### config.mk
export PLATFORM = sky130hd
export DESIGN_NAME = pad_poller
export DESIGN_NICKNAME = d
export VERILOG_FILES = /design/src/rtl/pad_pkg.sv /design/src/rtl/pad_phase_timer.sv /design/src/rtl/pad_poller.sv
export SDC_FILE = /design/constraint.sdc
export NUM_CORES = 1
export LEC_CHECK = 0
export ABC_AREA = 1
export CAP_MARGIN = 20
export CORE_ASPECT_RATIO = 1.2
export CORE_MARGIN = 5
export CORE_UTILIZATION = 40
export DETAILED_ROUTE_END_ITERATION = 10
export PLACE_DENSITY = 0.61
export REMOVE_ABC_BUFFERS = 1
export SYNTH_ARGS = -nofsm -noshare
export SYNTH_HDL_FRONTEND = slang
export SYNTH_SLANG_ARGS = --single-unit
### constraint.sdc
create_clock -name clk -period 3.04 [get_ports clk]
set_input_delay 0.304 -clock clk [delete_from_list [all_inputs] [get_ports clk]]
set_output_delay 0.304 -clock clk [all_outputs]
set_load 0.02 [all_outputs]
### src/rtl/pad_pkg.sv
// Shared definitions for the serial game-pad poller: FSM encoding and
// button bit positions within a pad's slice (first serial bit at the MSB).
package pad_pkg;

    typedef logic [1:0] state_t;

    localparam state_t ST_IDLE  = 2'd0;
    localparam state_t ST_LATCH = 2'd1;
    localparam state_t ST_SHIFT = 2'd2;
    localparam state_t ST_DONE  = 2'd3;

    localparam int unsigned NES_BITS  = 8;
    localparam int unsigned SNES_BITS = 16;

    localparam int unsigned NES_A      = 7;
    localparam int unsigned NES_B      = 6;
    localparam int unsigned NES_SELECT = 5;
    localparam int unsigned NES_START  = 4;
    localparam int unsigned NES_UP     = 3;
    localparam int unsigned NES_DOWN   = 2;
    localparam int unsigned NES_LEFT   = 1;
    localparam int unsigned NES_RIGHT  = 0;

    // SNES serial order B,Y,SEL,STA,U,D,L,R,A,X,L,R; bits 3..0 carry no buttons
    localparam int unsigned SNES_B      = 15;
    localparam int unsigned SNES_Y      = 14;
    localparam int unsigned SNES_SELECT = 13;
    localparam int unsigned SNES_START  = 12;
    localparam int unsigned SNES_UP     = 11;
    localparam int unsigned SNES_DOWN   = 10;
    localparam int unsigned SNES_LEFT   = 9;
    localparam int unsigned SNES_RIGHT  = 8;
    localparam int unsigned SNES_A      = 7;
    localparam int unsigned SNES_X      = 6;
    localparam int unsigned SNES_L      = 5;
    localparam int unsigned SNES_R      = 4;

endpackage

### src/rtl/pad_phase_timer.sv
// Per-bit phase counter (0..2*CPP-1) with strobes at the half point,
// the mid-phase sample point and the terminal count.
module pad_phase_timer #(
    parameter int unsigned CYCLES_PER_PULSE = 150
) (
    input  logic clk,
    input  logic i_rst_n,
    input  logic i_clear,
    input  logic i_run,
    output logic o_half,
    output logic o_sample,
    output logic o_terminal
);

    localparam int unsigned PERIOD = 2 * CYCLES_PER_PULSE;
    localparam int unsigned CW     = $clog2(PERIOD);

    localparam logic [CW-1:0] HALF_AT   = CW'(CYCLES_PER_PULSE - 1);
    localparam logic [CW-1:0] SAMPLE_AT = CW'(CYCLES_PER_PULSE + CYCLES_PER_PULSE / 2 - 1);
    localparam logic [CW-1:0] LAST_AT   = CW'(PERIOD - 1);

    logic [CW-1:0] cnt_q, cnt_d;

    assign o_half     = i_run && (cnt_q == HALF_AT);
    assign o_sample   = i_run && (cnt_q == SAMPLE_AT);
    assign o_terminal = i_run && (cnt_q == LAST_AT);

    always_comb begin
        cnt_d = cnt_q;
        if (i_clear) begin
            cnt_d = '0;
        end else if (i_run) begin
            cnt_d = o_terminal ? '0 : cnt_q + 1'b1;
        end
    end

    always_ff @(posedge clk or negedge i_rst_n) begin
        if (!i_rst_n) begin
            cnt_q <= '0;
        end else begin
            cnt_q <= cnt_d;
        end
    end

endmodule

### src/rtl/pad_poller.sv
// Multi-pad NES/SNES poller: drives shared latch/clock, samples every pad's
// data line in parallel and publishes per-frame snapshot and edge vectors.
module pad_poller
    import pad_pkg::*;
#(
    parameter int unsigned CYCLES_PER_PULSE = 150,
    parameter int unsigned NUM_PADS         = 2,
    parameter int unsigned NUM_BITS         = 8,
    parameter int unsigned POLL_PERIOD      = 0
) (
    input  logic                         clk,
    input  logic                         i_rst_n,
    input  logic                         i_read_buttons,
    output logic                         o_busy,
    output logic                         o_valid,
    output logic [NUM_PADS*NUM_BITS-1:0] o_buttons,
    output logic [NUM_PADS*NUM_BITS-1:0] o_pressed,
    output logic [NUM_PADS*NUM_BITS-1:0] o_released,
    input  logic [NUM_PADS-1:0]          i_controller_data,
    output logic                         o_controller_latch,
    output logic                         o_controller_clock
);

    localparam int unsigned W  = NUM_PADS * NUM_BITS;
    localparam int unsigned BW = $clog2(NUM_BITS);
    localparam int unsigned PW = (POLL_PERIOD > 1) ? $clog2(POLL_PERIOD) : 1;

    localparam logic [BW-1:0] LAST_BIT  = BW'(NUM_BITS - 1);
    localparam logic [PW-1:0] POLL_LAST = PW'((POLL_PERIOD > 0) ? POLL_PERIOD - 1 : 0);

    if (CYCLES_PER_PULSE < 2) begin : g_bad_cpp
        $error("pad_poller: CYCLES_PER_PULSE must be >= 2");
    end
    if (NUM_PADS < 1) begin : g_bad_pads
        $error("pad_poller: NUM_PADS must be >= 1");
    end
    if (NUM_BITS < 2 || NUM_BITS > 32) begin : g_bad_bits
        $error("pad_poller: NUM_BITS must be in 2..32");
    end
    if (POLL_PERIOD != 0 && POLL_PERIOD < NUM_BITS * 2 * CYCLES_PER_PULSE + 2) begin : g_bad_period
        $error("pad_poller: POLL_PERIOD shorter than one frame");
    end

    state_t        state_q, state_d;
    logic          latch_q, latch_d;
    logic          clock_q, clock_d;
    logic          busy_q, busy_d;
    logic          valid_q, valid_d;
    logic [BW-1:0] bit_q, bit_d;
    logic [PW-1:0] poll_q, poll_d;
    logic [W-1:0]  sr_q, sr_d, sr_next;
    logic [W-1:0]  buttons_q, buttons_d;
    logic [W-1:0]  pressed_q, pressed_d;
    logic [W-1:0]  released_q, released_d;

    logic poll_tick, start, run;
    logic ph_half, ph_sample, ph_terminal;

    assign run = (state_q == ST_LATCH) || (state_q == ST_SHIFT);

    pad_phase_timer #(
        .CYCLES_PER_PULSE(CYCLES_PER_PULSE)
    ) u_timer (
        .clk        (clk),
        .i_rst_n    (i_rst_n),
        .i_clear    (start),
        .i_run      (run),
        .o_half     (ph_half),
        .o_sample   (ph_sample),
        .o_terminal (ph_terminal)
    );

    always_comb begin
        poll_tick = 1'b0;
        if (POLL_PERIOD > 0) begin
            poll_tick = (poll_q == POLL_LAST);
        end
    end

    assign start = (state_q == ST_IDLE) && (i_read_buttons || poll_tick);

    // Any frame start restarts the auto-poll period, manual ones included.
    always_comb begin
        poll_d = '0;
        if (POLL_PERIOD > 0) begin
            poll_d = (start || poll_tick) ? '0 : poll_q + 1'b1;
        end
    end

    always_comb begin
        sr_next = sr_q;
        for (int unsigned p = 0; p < NUM_PADS; p++) begin
            sr_next[p*NUM_BITS +: NUM_BITS] = {sr_q[p*NUM_BITS +: NUM_BITS-1], ~i_controller_data[p]};
        end
    end

    // buttons_q doubles as the previous-frame register for the edge vectors.
    always_comb begin
        state_d    = state_q;
        latch_d    = latch_q;
        clock_d    = clock_q;
        busy_d     = busy_q;
        valid_d    = 1'b0;
        bit_d      = bit_q;
        sr_d       = sr_q;
        buttons_d  = buttons_q;
        pressed_d  = pressed_q;
        released_d = released_q;
        case (state_q)
            ST_IDLE: begin
                if (start) begin
                    latch_d = 1'b1;
                    busy_d  = 1'b1;
                    sr_d    = '0;
                    state_d = ST_LATCH;
                end
            end
            ST_LATCH: begin
                if (ph_half)   latch_d = 1'b0;
                if (ph_sample) sr_d = sr_next;
                if (ph_terminal) begin
                    clock_d = 1'b0;
                    bit_d   = BW'(1);
                    state_d = ST_SHIFT;
                end
            end
            ST_SHIFT: begin
                if (ph_half)   clock_d = 1'b1;
                if (ph_sample) sr_d = sr_next;
                if (ph_terminal) begin
                    if (bit_q == LAST_BIT) begin
                        state_d    = ST_DONE;
                        valid_d    = 1'b1;
                        buttons_d  = sr_q;
                        pressed_d  = sr_q & ~buttons_q;
                        released_d = ~sr_q & buttons_q;
                    end else begin
                        bit_d   = bit_q + 1'b1;
                        clock_d = 1'b0;
                    end
                end
            end
            ST_DONE: begin
                busy_d  = 1'b0;
                state_d = ST_IDLE;
            end
            default: state_d = ST_IDLE;
        endcase
    end

    always_ff @(posedge clk or negedge i_rst_n) begin
        if (!i_rst_n) begin
            state_q    <= ST_IDLE;
            latch_q    <= 1'b0;
            clock_q    <= 1'b1;
            busy_q     <= 1'b0;
            valid_q    <= 1'b0;
            bit_q      <= '0;
            poll_q     <= '0;
            sr_q       <= '0;
            buttons_q  <= '0;
            pressed_q  <= '0;
            released_q <= '0;
        end else begin
            state_q    <= state_d;
            latch_q    <= latch_d;
            clock_q    <= clock_d;
            busy_q     <= busy_d;
            valid_q    <= valid_d;
            bit_q      <= bit_d;
            poll_q     <= poll_d;
            sr_q       <= sr_d;
            buttons_q  <= buttons_d;
            pressed_q  <= pressed_d;
            released_q <= released_d;
        end
    end

    assign o_busy             = busy_q;
    assign o_valid            = valid_q;
    assign o_buttons          = buttons_q;
    assign o_pressed          = pressed_q;
    assign o_released         = released_q;
    assign o_controller_latch = latch_q;
    assign o_controller_clock = clock_q;

endmodule

==> metrics.txt <==
outcome completed; starting density of the core roughly 41%; Final Hold Viols 0; H-Tree Depth 3; number of gates given a new drive strength after cts 0; maximum vdd drop 0.400 mV; post-CTS setup buffer count 0; mean instance size in the synthesized netlist around 8.4 sq um; Non-Filler Instances just over 600; sequential share of the synthesized area approximately 57%; Synth Cell Area between 3000 and 4000 sq um; Rel. slew slack just under 60%; Post-CTS Hold Fix Bufs 0; final weighted congestion in routability-driven placement 0.827; PD cells a little over 500 nW/um^2; cell breakdown of the critical path inv_1, ha_1, nand2_1, nor2_4, nand2_2, nor2_4, inv_2, nand2_1, o21ai_1; internal power component between 1500 and 2000 uW; Multi-input gate area around 1200 sq um; arrival time at the worst endpoint 2450 ps; wire length of the first global-routing pass 12700 um; top fanout value on the critical path 32; Final Cell Area around 4500 sq um; signed area change from the synthesized netlist to the final layout 24.1%; Detailed Route Iter0 Violations 113; Worst Setup Path Type flip-flop to flip-flop; clk buf depth 2; worst reg-to-reg setup slack approximately 800 ps; DRT Pass-1 Iters 5; post-synthesis sequential element count 82; Worst R2R Start state_q[0]; placed inst area between 4000 and 5000 sq um; fraction of power spent switching nets 32.3%; post-route clock period utilization between 70% and 80%; Sequential cell area 2050 sq um; via total after detailed routing 2829; number of antenna violations at the first check in global routing 0; Final Slew Violations 0; cell type of the slowest stage on the worst timing path dfrtp_1; remaining antenna violation count after routing 0; worst setup skew after layout 17.1 ps; leakage power 0.00224 uW; die boundary width around 97 um; placed insts just under 600; most common cell after layout, fill and taps aside nand2_1; Filler Cell Count 886; Net count, final between 500 and 600; Std-Cell Rows 38; average wire length per cell after detail routing around 12 um; clock tree from TritonCTS done; Achievable Freq between 0.4 and 0.5 GHz; Via density between 4 and 5; maximum number of pins on one net before global-route repair 83; slew of the pin with the lowest slew margin 616 ps; HPWL reported at the end of detailed placement 5120 um; residual DRC count 0; Sinks on Clock Net 82; Comb power frac around 19%; most used cells in the layout excluding fill and tap cells nand2_1, dfrtp_1, inv_1; overall routed net length 7210 um; clock share of power 30.8%; grt total ovfl 0; number of CTS-inserted buffers 9; global-route usage over all layers between 10% and 20%; I/O pin count 57; Final min period approximately 2200 ps; die area ~11000 sq um; proportion of layout cells with a drive suffix above 1 between 5 and 6%; max incr delay on CP about 400 ps; floorplan core area slightly below 9000 sq um; logic depth of the worst register-to-register path 9; number of maximum-capacitance violations 0; clock slew at the register clock pins of the worst setup and hold paths roughly 100 ps; unrepaired setup endpoints after global routing no; capture instance of the worst register-to-register path o_pressed[3]; power spent charging and discharging nets 749 uW; Die Span Y between 100 and 150 um; portion of total power attributed to sequential cells between 50% and 60%; Inserted Diodes 0; Syn Inst Count 431; endpoint class of the critical path flip-flop; CP required about 3300 ps; insertion delay of the later-clocked pin in the worst-skew pair approximately 350 ps; number of global-route vias before repair around 2700; critical path launch point type flip-flop; count of input and output buffers 56; min-delay worst type primary input to async pin; Setup TNS Final 0 ps; warnings from Yosys 0; synth unique cells 24; Setup Viol. Count Final 0; Root Buffer clkbuf_8
-- power by group through the flow --
stage	combinational (uW)	clock (uW)	sequential, uW
3_3_place_gp	419	0	1190
4_1_cts	432	740	1180
5_1_grt	506	796	1180
6_report	428	715	1180
3_5_place_dp	430	0	1200
2_1_floorplan	289	0	1200
-- critical path, delay by kind of cell (launching register included) --
family	cells	cell delay (ps)
fa+ha+maj	1	360
buf+inv	2	420
simple gates	5	850
compound gates	1	70
flops	1	400
-- worst max path at each step --
stage	startpoint	to	slack, ps	cells after the start
2_1_floorplan	state_q[0]	o_pressed[0]	800	9
3_3_place_gp	state_q[0]	o_buttons[1]	910	9
3_5_place_dp	state_q[0]	o_pressed[2]	820	9
4_1_cts	state_q[0]	o_pressed[3]	800	9
5_1_grt	state_q[0]	o_released[8]	590	10
6_report	state_q[0]	o_pressed[3]	820	9
-- per-layer routing --
layer | part of all wire (%) | global-route usage, %
met5 | 0 | 0
met3 | 4.9 | 4.39
met4 | 1.4 | 5.34
met1 | 46 | 16.8
met2 | 48 | 23.2
-- logic make-up after synthesis --
logic type / Yosys count / synth area share (%)
flip-flops: 82 / 56.5
buffers and inverters: 94 / 10.4
XOR/XNOR: 1 / 0.241
AND/OR/NAND/NOR: 175 / 20.0
adder cells (fa/ha/maj): 9 / 3.10
AO/OA/AOI/OAI: 70 / 9.68
-- cells in the mapped netlist --
cell        n  area (sq um)
or2_2       1          6.26
clkbuf_1    2          7.51
buf_1       1          3.75
buf_4       3          22.5
a21oi_1     4          20.0
o21ai_0    37           185
o22ai_1     1          6.26
dfstp_2     1          26.3
nor2_1     17          63.8
inv_1      78           293
nand3_1    25           125
dfrtp_1    81          2030
nor3_1      3          15.0
o21ai_1    28           140
buf_2       6          30.0
nand2_2     1          6.26
inv_2       3          11.3
nor2_4      2          22.5
nand2_1   120           450
ha_1        9           113
nor2_2      1          6.26
buf_6       1          11.3
xor2_1      1          8.76
nand4_1     5          31.3
-- stage by stage --
stage | setup slack, ps | hold WS (ps) | utilization, % | power (uW)
after floorplan | 803 | 8.41 | - | 1490
after global placement | 910 | 459 | 48.0 | 1610
after detailed placement | 823 | 463 | 48.0 | 1630
after CTS | 805 | 148 | 50.0 | 2350
after global routing | 594 | 447 | 50.4 | 2480
final | 825 | 419 | 50.4 | 2320
-- cell type report --
cell class | instances | area share [%]
clock buffers | 10 | 2.83
clock inverters | 6 | 1.11
inverters | 81 | 6.74
multi-input cells | 255 | 26.6
flip-flops and latches | 82 | 45.5
well taps | 120 | 3.33
repair buffers | 60 | 13.8
-- registers in the layout, indices dropped and copies added (netlist names) --
| register | cells |
|---|---|
| o_busy | 1 |
| o_buttons | 16 |
| o_pressed | 16 |
| o_released | 16 |
| sr_q | 16 |
| u_timer.cnt_q | 9 |
| o_valid | 1 |
| o_controller_latch | 1 |
| o_controller_clock | 1 |
| state_q | 2 |
| bit_q | 3 |
(Power assumes the default switching activity.)
